`config.mk`:
```
export PLATFORM = sky130hd
export DESIGN_NAME = addsub_nibble_seq
export DESIGN_NICKNAME = d
export VERILOG_FILES = /design/src/rtl/addsub_nibble_seq.sv
export SDC_FILE = /design/constraint.sdc
export NUM_CORES = 1
export LEC_CHECK = 0
export CAP_MARGIN = 20
export CORE_UTILIZATION = 50
export DETAILED_ROUTE_END_ITERATION = 8
export HOLD_SLACK_MARGIN = 0.03
export PLACE_DENSITY = 0.79
export SLEW_MARGIN = 40
export SYNTH_ARGS = -nofsm -noshare
export SYNTH_HDL_FRONTEND = slang
export SYNTH_SLANG_ARGS = --single-unit
```
`constraint.sdc`:
```
create_clock -name clk -period 3.25 [get_ports clk]
set_input_delay 0.65 -clock clk [delete_from_list [all_inputs] [get_ports clk]]
set_output_delay 0.65 -clock clk [all_outputs]
set_load 0.005 [all_outputs]
```
`src/rtl/addsub_nibble_seq.sv`:
```
// Nibble-serial two's-complement adder/subtractor: one 4-bit slice reused LSB nibble first.
// Optional macro ADDSUB_SAT_EN saturates the result on signed overflow.
module addsub_nibble_seq #(
    parameter int NIBBLES = 4
) (
    input  logic                 clk,
    input  logic                 rst_n,
    input  logic                 in_valid,
    output logic                 in_ready,
    input  logic [4*NIBBLES-1:0] a,
    input  logic [4*NIBBLES-1:0] b,
    input  logic                 sub,
    output logic                 out_valid,
    input  logic                 out_ready,
    output logic [4*NIBBLES-1:0] result,
    output logic                 carry,
    output logic                 ovf
);

    localparam int W  = 4 * NIBBLES;
    localparam int IW = $clog2(NIBBLES);
    localparam logic [IW-1:0] LAST_IDX = IW'(NIBBLES - 1);

`ifdef ADDSUB_SAT_EN
    localparam logic [W-1:0] SAT_POS = {1'b0, {(W-1){1'b1}}};
    localparam logic [W-1:0] SAT_NEG = {1'b1, {(W-1){1'b0}}};
`endif

    typedef enum logic [1:0] {IDLE, RUN, DONE} state_t;

    state_t        state;
    state_t        state_next;
    logic          armed;
    logic [W-1:0]  a_reg;
    logic [W-1:0]  b_reg;
    logic          sub_reg;
    logic [IW-1:0] idx;
    logic          c_reg;
    logic [3:0]    a_nib;
    logic [3:0]    b_nib;
    logic [3:0]    low3;
    logic [1:0]    top;
    logic [3:0]    slice_sum;
    logic          c3;
    logic          c4;

    // armed holds in_ready low until the first clock edge after reset release
    always_ff @(posedge clk or negedge rst_n) begin
        if (!rst_n) begin
            state <= IDLE;
            armed <= 1'b0;
        end else begin
            state <= state_next;
            armed <= 1'b1;
        end
    end

    always_comb begin
        state_next = state;
        case (state)
            IDLE: if (in_valid && in_ready) state_next = RUN;
            RUN:  if (idx == LAST_IDX)      state_next = DONE;
            DONE: if (out_ready)            state_next = IDLE;
            default:                        state_next = IDLE;
        endcase
    end

    always_comb begin
        in_ready  = (state == IDLE) && armed;
        out_valid = (state == DONE);
    end

    // The slice is split at bit 2 so the carry into the top bit is visible for overflow
    always_comb begin
        a_nib     = 4'(a_reg >> {idx, 2'b00});
        b_nib     = 4'(b_reg >> {idx, 2'b00}) ^ {4{sub_reg}};
        low3      = {1'b0, a_nib[2:0]} + {1'b0, b_nib[2:0]} + {3'b000, c_reg};
        top       = {1'b0, a_nib[3]} + {1'b0, b_nib[3]} + {1'b0, low3[3]};
        slice_sum = {top[0], low3[2:0]};
        c3        = low3[3];
        c4        = top[1];
    end

    always_ff @(posedge clk or negedge rst_n) begin
        if (!rst_n) begin
            a_reg   <= '0;
            b_reg   <= '0;
            sub_reg <= 1'b0;
            idx     <= '0;
            c_reg   <= 1'b0;
            result  <= '0;
            carry   <= 1'b0;
            ovf     <= 1'b0;
        end else begin
            case (state)
                IDLE: begin
                    if (in_valid && in_ready) begin
                        a_reg   <= a;
                        b_reg   <= b;
                        sub_reg <= sub;
                        idx     <= '0;
                        c_reg   <= sub;
                    end
                end
                RUN: begin
                    result[{idx, 2'b00} +: 4] <= slice_sum;
                    c_reg <= c4;
                    idx   <= idx + 1'b1;
                    if (idx == LAST_IDX) begin
                        idx   <= '0;
                        carry <= c4;
                        ovf   <= c3 ^ c4;
`ifdef ADDSUB_SAT_EN
                        if (c3 ^ c4)
                            result <= a_reg[W-1] ? SAT_NEG : SAT_POS;
`endif
                    end
                end
                default: ;
            endcase
        end
    end

endmodule

```
; After elaboration in Yosys (flattened, before gate mapping)
; Index checks and enable logic that the tools add are counted.
[classes]
reduce_logical = 8
mux = 10
bitwise_logic = 2
n_eq_ne = 6
shift = 4
n_addsub = 6
[ops]
columns = op, n
row1 = $shr 16x4->4, 2
row2 = $bwmux 16, 1
row3 = $shift 4x6->16 const A, 1
row4 = $shiftx 4x6->16, 1
row5 = $mux 2, 5
row6 = $neg 4->6, 1
row7 = $pmux 2 s3, 1
row8 = $reduce_and 2->1, 3
row9 = $add 3x3->4, 1
row10 = $add 4x1->4, 1
row11 = $eq 2x2->1 const B, 2
row12 = $ne 2x1->1 const B, 2
row13 = $pmux 2 s2, 1
row14 = $xor 4x4->4, 1
row15 = $reduce_and 3->1, 1
row16 = $add 1x1->2, 1
row17 = $add 2x1->2, 1
row18 = $add 2x1->2 const B, 1
row19 = $eq 2x1->1 const B, 1
row20 = $logic_and 1x1->1, 2
row21 = $logic_not 2->1, 1
row22 = $ne 2x2->1 const B, 1
row23 = $pmux 1 s2, 1
row24 = $reduce_bool 2->1, 1
row25 = other kinds (2), 2
[word_totals]
register_bits = 57
out_inout_bits = 20
in_bits = 37
word_cells = 46

; Logic depth before layout (Yosys ltp)
[depth]
depth_word = 7
depth_mapped = 10

; Worst setup path after synthesis
; No wires, ideal clock.
[synth_path]
kind = reg2reg
start = reg idx[0]
end = reg result[3]
stages_incl_launch_ff = 9
path_slack_ns = 0.403
synth_period_minus_slack_ns = 2.847
required_ns = 3.123
arrival_ns = 2.719
path_cell_list = dfrtp_1 buf_4 mux4_2 xnor2_1 fa_1 nand3b_1 and2_1 fa_1 o21ai_0
[synth_between]
elab_chain_cells = 7
word_cells_on_any_way = 11
classes_between = add/sub (5) / shift (4) / mux (1) / bitwise (1)
[synth_lines]
columns = element, line_no
row1 = "start, declared", 37  ; logic [IW-1:0] idx;
row2 = "start signal, assigned", 108  ; idx <= idx + 1'b1;
row3 = $shr 16x4->4, 76  ; b_nib = 4'(b_reg >> {idx, 2'b00}) ^ {4{sub_reg}};
row4 = $xor 4x4->4, 76
row5 = $add 3x3->4, 77  ; low3 = {1'b0, a_nib[2:0]} + {1'b0, b_nib[2:0]} + {3'b000, c_reg};
row6 = $add 4x1->4, 77
row7 = $add 2x1->2, 78  ; top = {1'b0, a_nib[3]} + {1'b0, b_nib[3]} + {1'b0, low3[3]};
row8 = $shiftx 4x6->16, 106  ; result[{idx, 2'b00} +: 4] <= slice_sum;
row9 = $bwmux 16 (*), 106
row10 = "end signal, assigned by index", 106
row11 = "end, declared", 15  ; output logic [4*NIBBLES-1:0] result,
; Every way passes the cells marked *; elsewhere a longest branch is shown, timed or not.
; A chain may end at the register's enable or synchronous reset.

; Worst setup path after layout
; Same ends and word-level chain as after synthesis.

==> results by group <==
Run status
  – Status: finished clean

Route
  – Vias: ~2,000
  – Iter 0 DRT Violations: around 110
  – DR WL met3: roughly 170 um
  – Drt pass-1 iters: 4
  – Met2 wire len: 2660 um
  – Final ANT Viol Nets: 0
  – Drt drc: 0
  – WL met1: 2520 um
  – Via/cell ratio: 5.14
  – Final WL: between 5000 and 6000 um
  – Highest Signal Layer: met4
  – Avg WL per Cell: approximately 14 um

Pwr
  – Leak: 1.64 nW
  – Pwr Density: about 1000 nW/um^2
  – Peak VDD IR: 0.551 mV
  – Power, Total: between 3 and 4 mW

Timing
  – Worst slew pin tran: 0.566 ns
  – Hold violation total from the final report: 0
  – Fmax: around 0.36 GHz
  – Fin Clk Skew: approximately 0.0054 ns
  – Final setup TNS: 0 ns
  – WHS: 0.281 ns
  – Crit share post-route: between 80% and 90%
  – Setup Viol. Count Final: 0
  – RSZ-0062 raised after global routing: no
  – Final Critical Period: roughly 2.8 ns
  – Fin. max-slew vios: 0
  – Max transition margin: about 62%

Final layout
  – Share of cells above drive strength 1: 11.9%
  – Layout fillers: between 400 and 500
  – Final Core Density: 68.8%
  – Register Area: between 1000 and 1500 um^2
  – Commonest non-fill, non-tap cell in the layout: nand2_1
  – # diodes: 0
  – Area Overhead vs Synth: 32.6%
  – Multi-input combinational cell area: roughly 1100 um^2
  – Non-Filler Instances: between 300 and 400
  – Most frequent cells in the layout: 102 x nand2_1, 57 x dfrtp_1, 55 x clkdlybuf4s50_1, 13 x clkbuf_8, 9 x inv_1
  – Layout Nets: around 360

Clocking
  – H-tree depth: 3
  – Clock sinks: 57
  – Clock latency on the worst-skew pair: between 0.3 and 0.4 ns
  – Reg clk slew, reported paths: roughly 0.06 ns
  – Clk buf depth: 2
  – Root buffer cell: clkbuf_8
  – Post-CTS Setup Bufs: 0
  – CTS tree: yes
  – Post-CTS Hold Buffers: 0
  – Num CTS Buffers: 9
  – Post-cts resize count: 0

Synth
  – Mapped Nets: ~300
  – Synth cell types: 33
  – Post-synth design cell area: between 2000 and 3000 um^2
  – Share of the yosys chip area belonging to registers: 53.8%
  – Syn_area_per_cell: ~10 um^2
  – Ys flop type: dfrtp_1
  – Async set-reset flop share out of synthesis: 100%
  – Yosys reg bits: 57
  – Syn. warnings: 0
  – EDFF count, synth: 0
  – Syn Inst Count: roughly 250

Setup path
  – Max stage delay on crit path: 0.58 ns
  – Type of the worst setup path: reg -> reg
  – Delay-heaviest family, CP: adder cells
  – Startpoint types: flop
  – FF-to-FF setup slack: around 0.45 ns
  – CP cell instances: mux4_2 -> xnor2_1 -> fa_1 -> nand3b_1 -> and2_1 -> fa_1 -> o21ai_0
  – Data arrival, critical path: roughly 3 ns
  – WP data required: 3.47 ns
  – Worst-path cell with the longest stage delay: fa_1
  – WP buf/inv: 0
  – CP Capture Type: flop
  – CP dominant cell by count: fa_1
  – Crit Path Max Fanout: 5

Die
  – Rows: 26
  – Die ar.: approximately 5600 um^2
  – Height of the die: around 75 um
  – Die width: ~75 um
  – Ports: 57
  – Core footprint: 5110 um^2
  – Starting Density: 51.9%

Placement
  – # port buffers: between 50 and 60
  – Routability congestion estimate: 0.826
  – DP HPWL: roughly 4000 um
  – Placed cells: ~370

Flow run
  – Max-cap violation count: 0

Global route
  – Vias in the first global route: 1,935
  – First-pass GRT wire length: around 9200 um
  – Initial antenna violation count: 0
  – Largest net degree at the start of global routing: 42
  – GRT Util Overall: 22.7%
  – Grt ovf: 0

Hold path
  – Hold/Removal Path Class: in -> async
final cells by class:
class	instances	share of cell area [%]
flip-flops and latches	57	40.6
multi-input cells	176	32.7
repair buffers	62	17.2
clock buffers	13	5.09
well taps	70	2.49
clock inverters	2	0.997
inverters	9	0.962
logic make-up (layout without fill, tap and decap cells):
family	Yosys count	after routing	share of synthesized area [%]
other	1	1	0.142
DFF	57	57	53.8
and+or+nand+nor	123	123	20.3
buffers and inverters	20	86	3.35
AOI/OAI and AO/OA	24	24	6.19
adders and majority gates	11	11	6.05
muxes	12	12	8.50
xor gates and xnor gates	5	5	1.65
worst paths after layout:
kind | from | to | cells past startpoint
min in group clk | b_reg[12] | b_reg[12] | 2
worst max register to register | idx[0] | result[3] | 7
worst max-delay path | idx[0] | result[3] | 7
worst min-delay path | rst_n | result[6] | 1
max in group asynchronous | rst_n | a_reg[5] | 2
worst min register to register | b_reg[12] | b_reg[12] | 2
stage by stage:
step                      setup WS, ns  instance area [um^2]
after global routing             0.292                  3510
final                            0.452                  3510
after global placement           0.525                  3300
after CTS                        0.422                  3510
after floorplan                  0.403                  2650
after detailed placement         0.435                  3300
metal layers:
metal  vias to the layer above  global-route usage, %
met1                       983                   31.6
met3                        10                   4.42
met5                         -                      0
li1                        963                      -
met4                         0                   10.9
met2                        44                   34.7
synth_stat cells (2+ instances only):
library cell  number  area share (%)
buf_2              8             1.5
o31ai_1            3            0.85
o2bb2ai_1          8             2.6
nand2_1          102              14
nand3b_1           4             1.1
nor2_1             2            0.28
xnor2_1            2            0.66
or4_4              2            0.85
dfrtp_1           57              54
mux2_2             4             1.7
o21ai_0            6             1.1
xor2_1             3            0.99
clkbuf_1           2            0.28
fa_1               3             2.3
o21ai_1            4            0.76
mux4_2             8             6.8
ha_1               8             3.8
nand3_1            3            0.57
inv_1              9             1.3
nand4_1            2            0.47
power breakdown:
part           internal (mW)  switching, mW
registers               1.01          0.218
clock network          0.432          0.270
logic                  0.813          0.917
(Power assumes the default switching activity.)
